$ cat config.mk
export PLATFORM = sky130hd
export DESIGN_NAME = accumulator_ctrl
export DESIGN_NICKNAME = d
export VERILOG_FILES = /design/src/rtl/accumulator_ctrl_pkg.sv /design/src/rtl/ripple_carry_adder.sv /design/src/rtl/accumulator_ctrl.sv
export SDC_FILE = /design/constraint.sdc
export NUM_CORES = 1
export LEC_CHECK = 0
export CELL_PAD_IN_SITES_DETAIL_PLACEMENT = 0
export CELL_PAD_IN_SITES_GLOBAL_PLACEMENT = 1
export CORE_ASPECT_RATIO = 0.75
export CORE_MARGIN = 2
export CORE_UTILIZATION = 38
export DETAILED_ROUTE_END_ITERATION = 10
export PLACE_DENSITY = 0.77
export SLEW_MARGIN = 25
export SYNTH_ARGS = -nofsm -noshare
export SYNTH_HDL_FRONTEND = slang
export SYNTH_SLANG_ARGS = --single-unit
export TNS_END_PERCENT = 100
$ cat constraint.sdc
create_clock -name clk -period 2.9 [get_ports clk]
set_input_delay 0.58 -clock clk [delete_from_list [all_inputs] [get_ports clk]]
set_output_delay 0.58 -clock clk [all_outputs]
set_load 0.005 [all_outputs]
$ cat src/rtl/accumulator_ctrl_pkg.sv
// Shared widths and FSM state encodings for the accumulator control block.
package accumulator_ctrl_pkg;

    localparam int ACC_W  = 5;
    localparam int DATA_W = 4;

    typedef enum logic [1:0] {
        ST_IDLE  = 2'b00,
        ST_ACCUM = 2'b01,
        ST_DONE  = 2'b10
    } state_t;

    // Zero-extend a sample to the accumulator width for the adder's B input.
    function automatic logic [ACC_W-1:0] zext_sample(input logic [DATA_W-1:0] sample);
        return {{(ACC_W-DATA_W){1'b0}}, sample};
    endfunction

endpackage

$ cat src/rtl/ripple_carry_adder.sv
// 5-bit ripple-carry adder: chain of full adders, carry-in forced to zero.
module ripple_carry_adder
    import accumulator_ctrl_pkg::*;
(
    input  logic [ACC_W-1:0] a,
    input  logic [ACC_W-1:0] b,
    output logic [ACC_W-1:0] sum,
    output logic             cout
);

    logic [ACC_W:0] carry_s;

    assign carry_s[0] = 1'b0;

    for (genvar i = 0; i < ACC_W; i++) begin : g_fa
        assign sum[i]       = a[i] ^ b[i] ^ carry_s[i];
        assign carry_s[i+1] = (a[i] & b[i]) | (carry_s[i] & (a[i] ^ b[i]));
    end

    assign cout = carry_s[ACC_W];

endmodule

$ cat src/rtl/accumulator_ctrl.sv
// Accumulator control: holds the running sum, accepts samples via valid/ready,
// counts them, tracks wrap-around and signals completion of a run.
module accumulator_ctrl
    import accumulator_ctrl_pkg::*;
#(
    parameter int NUM_SAMPLES = 4,
    parameter int CNT_W       = 3
) (
    input  logic              clk,
    input  logic              rst,
    input  logic              start,
    input  logic              in_valid,
    input  logic [DATA_W-1:0] in_data,
    output logic              in_ready,
    output logic [ACC_W-1:0]  acc_out,
    output logic [CNT_W-1:0]  sample_cnt,
    output logic              overflow,
    output logic              done
);

    state_t             state_r;
    state_t             state_next_s;
    logic [ACC_W-1:0]   acc_r;
    logic [CNT_W-1:0]   cnt_r;
    logic               ovf_r;
    logic               in_ready_r;
    logic               done_r;
    logic               in_ready_s;
    logic               done_s;
    logic [ACC_W-1:0]   sum_s;
    logic               carry_s;
    logic               accept_s;
    logic [CNT_W-1:0]   cnt_inc_s;
    logic               last_s;

    // The adder sees the live accumulator and the zero-extended sample.
    ripple_carry_adder u_adder (
        .a    (acc_r),
        .b    (zext_sample(in_data)),
        .sum  (sum_s),
        .cout (carry_s)
    );

    assign accept_s  = in_valid && (state_r == ST_ACCUM);
    assign cnt_inc_s = cnt_r + {{(CNT_W-1){1'b0}}, 1'b1};
    assign last_s    = (cnt_inc_s == CNT_W'(NUM_SAMPLES));

    // State register.
    always_ff @(posedge clk or posedge rst) begin
        if (rst) begin
            state_r <= ST_IDLE;
        end else begin
            state_r <= state_next_s;
        end
    end

    // Next-state logic; the unused encoding falls back to IDLE.
    always_comb begin
        state_next_s = state_r;
        case (state_r)
            ST_IDLE: begin
                if (start) begin
                    state_next_s = ST_ACCUM;
                end else begin
                    state_next_s = ST_IDLE;
                end
            end
            ST_ACCUM: begin
                if (accept_s && last_s) begin
                    state_next_s = ST_DONE;
                end else begin
                    state_next_s = ST_ACCUM;
                end
            end
            ST_DONE: begin
                if (start) begin
                    state_next_s = ST_ACCUM;
                end else begin
                    state_next_s = ST_DONE;
                end
            end
            default: begin
                state_next_s = ST_IDLE;
            end
        endcase
    end

    // Moore outputs decoded from the next state so their registers track state_r.
    always_comb begin
        in_ready_s = 1'b0;
        done_s     = 1'b0;
        case (state_next_s)
            ST_ACCUM: begin
                in_ready_s = 1'b1;
            end
            ST_DONE: begin
                done_s = 1'b1;
            end
            default: begin
                in_ready_s = 1'b0;
                done_s     = 1'b0;
            end
        endcase
    end

    // Output flag registers.
    always_ff @(posedge clk or posedge rst) begin
        if (rst) begin
            in_ready_r <= 1'b0;
            done_r     <= 1'b0;
        end else begin
            in_ready_r <= in_ready_s;
            done_r     <= done_s;
        end
    end

    // Accumulator, sample counter and sticky wrap flag.
    always_ff @(posedge clk or posedge rst) begin
        if (rst) begin
            acc_r <= {ACC_W{1'b0}};
            cnt_r <= {CNT_W{1'b0}};
            ovf_r <= 1'b0;
        end else begin
            case (state_r)
                ST_IDLE, ST_DONE: begin
                    if (start) begin
                        acc_r <= {ACC_W{1'b0}};
                        cnt_r <= {CNT_W{1'b0}};
                        ovf_r <= 1'b0;
                    end
                end
                ST_ACCUM: begin
                    if (accept_s) begin
                        acc_r <= sum_s;
                        cnt_r <= cnt_inc_s;
                        // carry out of the top bit is exactly SUM < acc
                        ovf_r <= ovf_r | carry_s;
                    end
                end
                default: begin
                    acc_r <= {ACC_W{1'b0}};
                    cnt_r <= {CNT_W{1'b0}};
                    ovf_r <= 1'b0;
                end
            endcase
        end
    end

    assign in_ready   = in_ready_r;
    assign done       = done_r;
    assign acc_out    = acc_r;
    assign sample_cnt = cnt_r;
    assign overflow   = ovf_r;

endmodule

; ---- Yosys cells after proc, flatten, opt, wreduce, memory -nomap -nowiden
; Index checks and enable logic that the tools add are counted.
[word_totals]
reg_bits = 13
latch_bits = 0
mem_bits_rw = 0
rom_bits = 0
input_bits = 8
word_cells = 54
memories = 0
[op_classes]
addsub = 1
mul = 0
div = 0
magnitude_cmp = 0
eq_ne = 7
n_shift = 0
mux = 15
bitwise_logic = 20
reduce_logical = 5
[op_table]
columns = operator, count
row1 = two-way mux 5 bit, 2
row2 = case mux 5 bit (2 select lines), 1
row3 = bitwise AND 1 bit, 8
row4 = bitwise XOR 1 bit, 8
row5 = two-way mux 3 bit, 2
row6 = case mux 2 bit (3 select lines), 1
row7 = case mux 3 bit (2 select lines), 1
row8 = two-way mux 1 bit, 5
row9 = equality test 2 x 1 -> 1 bit (second input constant), 2
row10 = equality test 2 bit (second input constant), 2
row11 = two-way mux 2 bit, 2
row12 = != test 2 bit (second input constant), 2
row13 = bitwise OR 1 bit, 4
row14 = adder 3 x 1 -> 3 bit (second input constant), 1
row15 = equality test 3 bit (second input constant), 1
row16 = logical AND 1 bit, 2
row17 = logical NOT 2 bit, 1
row18 = case mux 1 bit (2 select lines), 1
row19 = AND reduction 2 bit, 1
row20 = OR reduction 2 bit, 1

; ---- Logic depth before layout (Yosys ltp)
[depth]
word_depth = 11
depth_mapped = 9
mapped_depth_nobuf = 9

; ---- Cells and area by module
; From an unflattened synthesis, not the netlist that was laid out.
[unflattened]
cells_unflattened = 68
area_unflattened_um2 = 798.3
[modules_own_cells]
columns = module, n_inst, cells_per_inst, area_per_inst_um2, seq_area_each_um2
row1 = accumulator_ctrl, 1, 53, 668.1, 325.3
row2 = ripple_carry_adder, 1, 15, 130.1, 0.0

; ---- Worst setup path after synthesis
; Ideal clock, no wire load.
[synth_path]
path_kind = input -> register
start = in in_data[0]
end = reg acc_r[4], in the netlist acc_out[4]
arrival_ns = 2.077
required_ns = 2.772
path_slack_ns = 0.694
stages = 9
n_path_buf = 0
cell_sequence = ha_1 > fa_1 > inv_1 > fa_1 > fa_1 > inv_1 > ha_1 > mux2i_1 > o21ai_0
[synth_via]
elab_chain_len = 10
[synth_rtl]
columns = element, line
row1 = start: declaration, accumulator_ctrl.sv:13  ; input logic [DATA_W-1:0] in_data,
row2 = bitwise AND 1 bit (2 in a row), ripple_carry_adder.sv:17  ; assign carry_s[i+1] = (a[i] & b[i]) | (carry_s[i] & (a[i] ^ b[i]));
row3 = bitwise OR 1 bit, ripple_carry_adder.sv:17
row4 = bitwise AND 1 bit, ripple_carry_adder.sv:17
row5 = bitwise OR 1 bit, ripple_carry_adder.sv:17
row6 = bitwise AND 1 bit, ripple_carry_adder.sv:17
row7 = bitwise OR 1 bit, ripple_carry_adder.sv:17
row8 = bitwise XOR 1 bit, ripple_carry_adder.sv:16  ; assign sum[i] = a[i] ^ b[i] ^ carry_s[i];
row9 = two-way mux 5 bit, accumulator_ctrl.sv:133  ; if (accept_s) begin
row10 = case mux 5 bit (2 select lines), accumulator_ctrl.sv:124  ; case (state_r)
row11 = end signal: assignment, accumulator_ctrl.sv:127  ; acc_r <= {ACC_W{1'b0}};
row12 = end signal: assignment, accumulator_ctrl.sv:134  ; acc_r <= sum_s;
row13 = end signal: assignment, accumulator_ctrl.sv:141  ; acc_r <= {ACC_W{1'b0}};
row14 = end: declaration, accumulator_ctrl.sv:23  ; logic [ACC_W-1:0] acc_r;
; No other way between the ends. The select of a mux whose other input is x is not followed.
; A chain may end at the register's enable or synchronous reset.

; ---- Worst setup path after layout
; Ends and elaborated chain as after synthesis.

==> summary by stage <==
Status
The run finished with clean final reports.

Clocking
The clock tree from TritonCTS is done. The number of hold buffers added after cts is 0. After clock tree synthesis, the clock-pin slew on the worst setup and hold paths is 0.08 ns. The number of H-tree levels is 1.

The clock drives 13 sinks. The clock root buffer master is sky130_fd_sc_hd__clkbuf_4. The clock latency of the later-clocked register in the worst-skew pair is 0.27 ns.

The post-cts gate resize count is 0. The buffer levels on the longest clock path is 2. The number of setup buffers added after CTS is 0. The number of buffers added by the clock tree synthesis step is 3.

Critical path
The endpoint type of the worst setup path is a flip-flop. The critical path goes through clkdlybuf4s50_1 > ha_1 > fa_1 > inv_1 > fa_1 > fa_1 > inv_1 > ha_1 > mux2i_1 > o21ai_0. The largest individual stage delay along the critical path comes from the cell sky130_fd_sc_hd__clkdlybuf4s50_1. The origin of the worst setup path is in_data[0].

The depth of the worst register-to-register path is 9. The worst setup slack for register-to-register paths is 0.77 ns. In this run the critical register-to-register path is launched from acc_out[0].

In this run the worst setup path terminates at acc_out[4]. Data on the critical path is required at its endpoint by 3.05 ns. Data on the critical path arrives at its endpoint at 2.66 ns. In this run the critical register-to-register path is captured at acc_out[4].

The largest fanout on the critical path is 1. In this design, the stage delay of the slowest critical-path cell is 0.46 ns. The path type of the worst setup path is input port to flip-flop. The sort of element at the start of the critical path is an input port.

By instance count, the cell type seen most on the critical path is sky130_fd_sc_hd__fa_1.

Pwr
In this run the power spent charging and discharging nets is 283 uW. The combinational power share is 48.6%. The net switching fraction of the power is 34.2%. The worst-case vdd ir drop is 0.425 mV. The sequential share of power is 38.1%.

The internal power component is 545 uW. For this design the static power due to leakage is 0.000447 uW. The clock network is responsible for 13.3% of the overall power.

The cell area power density is 910 mW/mm^2.

Global routing
The initial antenna violation count is 0. For this run, the total global-route usage over all layers was measured as 14.5%. The total overflow reported by the global router is 0. The number of global-route vias before repair is 495.

The first global-routing pass estimated 2.07 mm of wire. The pin count of the biggest net entering global routing is 14.

Route
The DRC violations left is 0. The routed via count is 494. The detailed router finished its first iteration with 6 violations. The routed wire length is 1.28 mm. The detail-routed net length per standard cell is 12.4 um. Using the TritonRoute via totals, the vias-per-cell ratio works out to 4.80. The number of antenna-violating nets in the routed design is 0. The first detailed-routing pass ran for 4 iterations.

Timing
The final critical path takes up 86.6% of the cycle. Setup violations remaining at the end of the flow were counted as 0. The summed negative setup slack over all endpoints is 0 ns.

On the final layout, the worst clock skew is 0.000893 ns. The final hold violation count is 0. The worst slew margin relative to its limit is 67.4%. The pin slew with the least headroom to its limit is 0.489 ns. Static timing analysis puts the maximum clock frequency at 398 MHz.

Setup repair after global routing left no endpoint under its margin. The final max-slew violation count was 0. The minimum clock period is 2.51 ns.

Cells and area
The fraction of the core area covered by cells at the end of the flow is 53.3%. Summing all flip-flop and latch instances after layout gives 325 sq um. Summing all multi-input logic gate instances after layout gives 313 sq um.

The layout has 166 filler cells. The final layout contains 97 nets. 0 antenna diodes ended up in the layout. The area growth from synthesis to layout is 33.2%.

The share of post-route cells with drive strength above 1 is 8.64%.

Synth
The average instance in the mapped netlist occupies 11.4 sq um. The flip-flop and latch count after synthesis is 13. The post-synthesis cell type count is 16. The cell area that synthesis handed to floorplanning was 683 sq um. Of the synthesized area, sequential elements account for 47.6%. Yosys attributes the largest share of cell area to sky130_fd_sc_hd__dfrtp_1 48%, sky130_fd_sc_hd__fa_1 8.8%, sky130_fd_sc_hd__ha_1 7.3%. The count of mapped cells out of synthesis is 60. The area share of the leading cell type in the synthesized netlist is 47.6%. The number of nets handed over by synthesis was 75. sky130_fd_sc_hd__dfrtp_1 takes more of the synthesized area than any other cell. During synthesis, Yosys emitted a total of 0 warnings.

Placement
Routability-driven placement finished with a final weighted congestion of 0.764. In this run the tool buffered the top-level ports with 18 buffer cells. The half-perimeter wire length of the detailed placement result is 958 um.

Floorplan
The chip height is 40.7 um. The standard cell core area is 0.00171 sq mm. For this configuration, the core starts out at a cell density of 40.0%. The die outline width is 53.0 um. The floorplan step defined a die boundary enclosing 0.00216 sq mm. 19 I/O pins were placed. The cell row count is 13.

Job
Across the run, the number of max-cap violations was 0.

Worst hold path
The worst min-delay path class is flip-flop to flip-flop.
registers in the layout (all words and copies together) (netlist names):
signal / cells
sample_cnt: 3
state_r: 2
acc_out: 5
done: 1
in_ready: 1
overflow: 1
cells by family after synthesis:
family / Yosys count / synth area share, %
compound gates: 13 / 13.4
fa+ha+maj: 7 / 16.1
buf+inv: 11 / 6.59
flops: 13 / 47.6
mux: 5 / 7.51
simple gates: 11 / 8.79
cell type report:
cell class / count / share of cell area, %
timing repair buffer: 18 / 19.8
inverter: 10 / 4.13
multi-input combinational: 36 / 34.4
sequential: 13 / 35.8
clock buffer: 4 / 2.89
tap: 22 / 3.03
placed cells by master, fill, tap and decap left out:
cell type	count
sky130_fd_sc_hd__nand2_1	6
sky130_fd_sc_hd__nor2b_4	1
sky130_fd_sc_hd__clkbuf_4	3
sky130_fd_sc_hd__clkdlybuf4s50_1	18
sky130_fd_sc_hd__and2_4	1
sky130_fd_sc_hd__ha_1	4
sky130_fd_sc_hd__o21ai_0	7
sky130_fd_sc_hd__nor2_1	1
sky130_fd_sc_hd__nand2b_1	1
sky130_fd_sc_hd__a22o_1	5
sky130_fd_sc_hd__fa_1	3
sky130_fd_sc_hd__nand3_1	1
sky130_fd_sc_hd__dfrtp_1	13
sky130_fd_sc_hd__clkbuf_1	1
sky130_fd_sc_hd__o22ai_2	1
sky130_fd_sc_hd__mux2_2	1
sky130_fd_sc_hd__mux2i_1	4
sky130_fd_sc_hd__inv_1	10
critical path: cells and delay by family:
family / cells / cell delay, ns
fa+ha+maj: 5 / 1.28
buf+inv: 3 / 0.58
mux: 1 / 0.13
compound gates: 1 / 0.09
per-layer routing:
| layer | vias to the layer above | GRT usage, % | share of wire, % |
|---|---|---|---|
| met5 | - | 0 | 0 |
| met4 | 0 | 7.69 | 1.5 |
| met3 | 2 | 5.47 | 4.9 |
| met2 | 14 | 23.4 | 45 |
| met1 | 235 | 17.3 | 48 |
| li1 | 243 | - | - |
cells in the mapped netlist:
cell and instances:
sky130_fd_sc_hd__dfrtp_1 13, sky130_fd_sc_hd__inv_1 10, sky130_fd_sc_hd__o21ai_0 7, sky130_fd_sc_hd__nand2_1 6
sky130_fd_sc_hd__a22o_1 5, sky130_fd_sc_hd__ha_1 4, sky130_fd_sc_hd__mux2i_1 4, sky130_fd_sc_hd__fa_1 3
sky130_fd_sc_hd__and2_4 1, sky130_fd_sc_hd__buf_4 1, sky130_fd_sc_hd__mux2_2 1, sky130_fd_sc_hd__nand2b_1 1
sky130_fd_sc_hd__nand3_1 1, sky130_fd_sc_hd__nor2_1 1, sky130_fd_sc_hd__nor2b_4 1, sky130_fd_sc_hd__o22ai_2 1
per-stage QoR:
step                setup slack [ns]  hold slack, ns  cell area, sq um  power [uW]  instances
global route                   0.261           0.563               910         912        103
CTS                            0.375           0.514               910         839        103
detailed placement            0.0872           0.494               883         725         99
finish                         0.388           0.511               910         828        103
floorplan                      0.694           0.457               683         530         60
global placement               0.133           0.491               883         714         99
power groups by stage:
| stage | Clock, uW | Combinational, uW | Sequential [uW] |
|---|---|---|---|
| 2_1_floorplan | 0 | 213 | 317 |
| 3_3_place_gp | 0 | 397 | 316 |
| 3_5_place_dp | 0 | 406 | 319 |
| 4_1_cts | 115 | 409 | 316 |
| 5_1_grt | 122 | 463 | 328 |
| 6_report | 110 | 402 | 315 |
worst min-delay path by stage:
stage | from | endpoint | depth (start not counted)
final | overflow | overflow | 2
after global routing | sample_cnt[2] | sample_cnt[2] | 1
after CTS | overflow | overflow | 2
after detailed placement | overflow | overflow | 2
after global placement | overflow | overflow | 2
after floorplan | rst | acc_out[0] | 1
No activity file was read; power rests on OpenSTA's default activity.
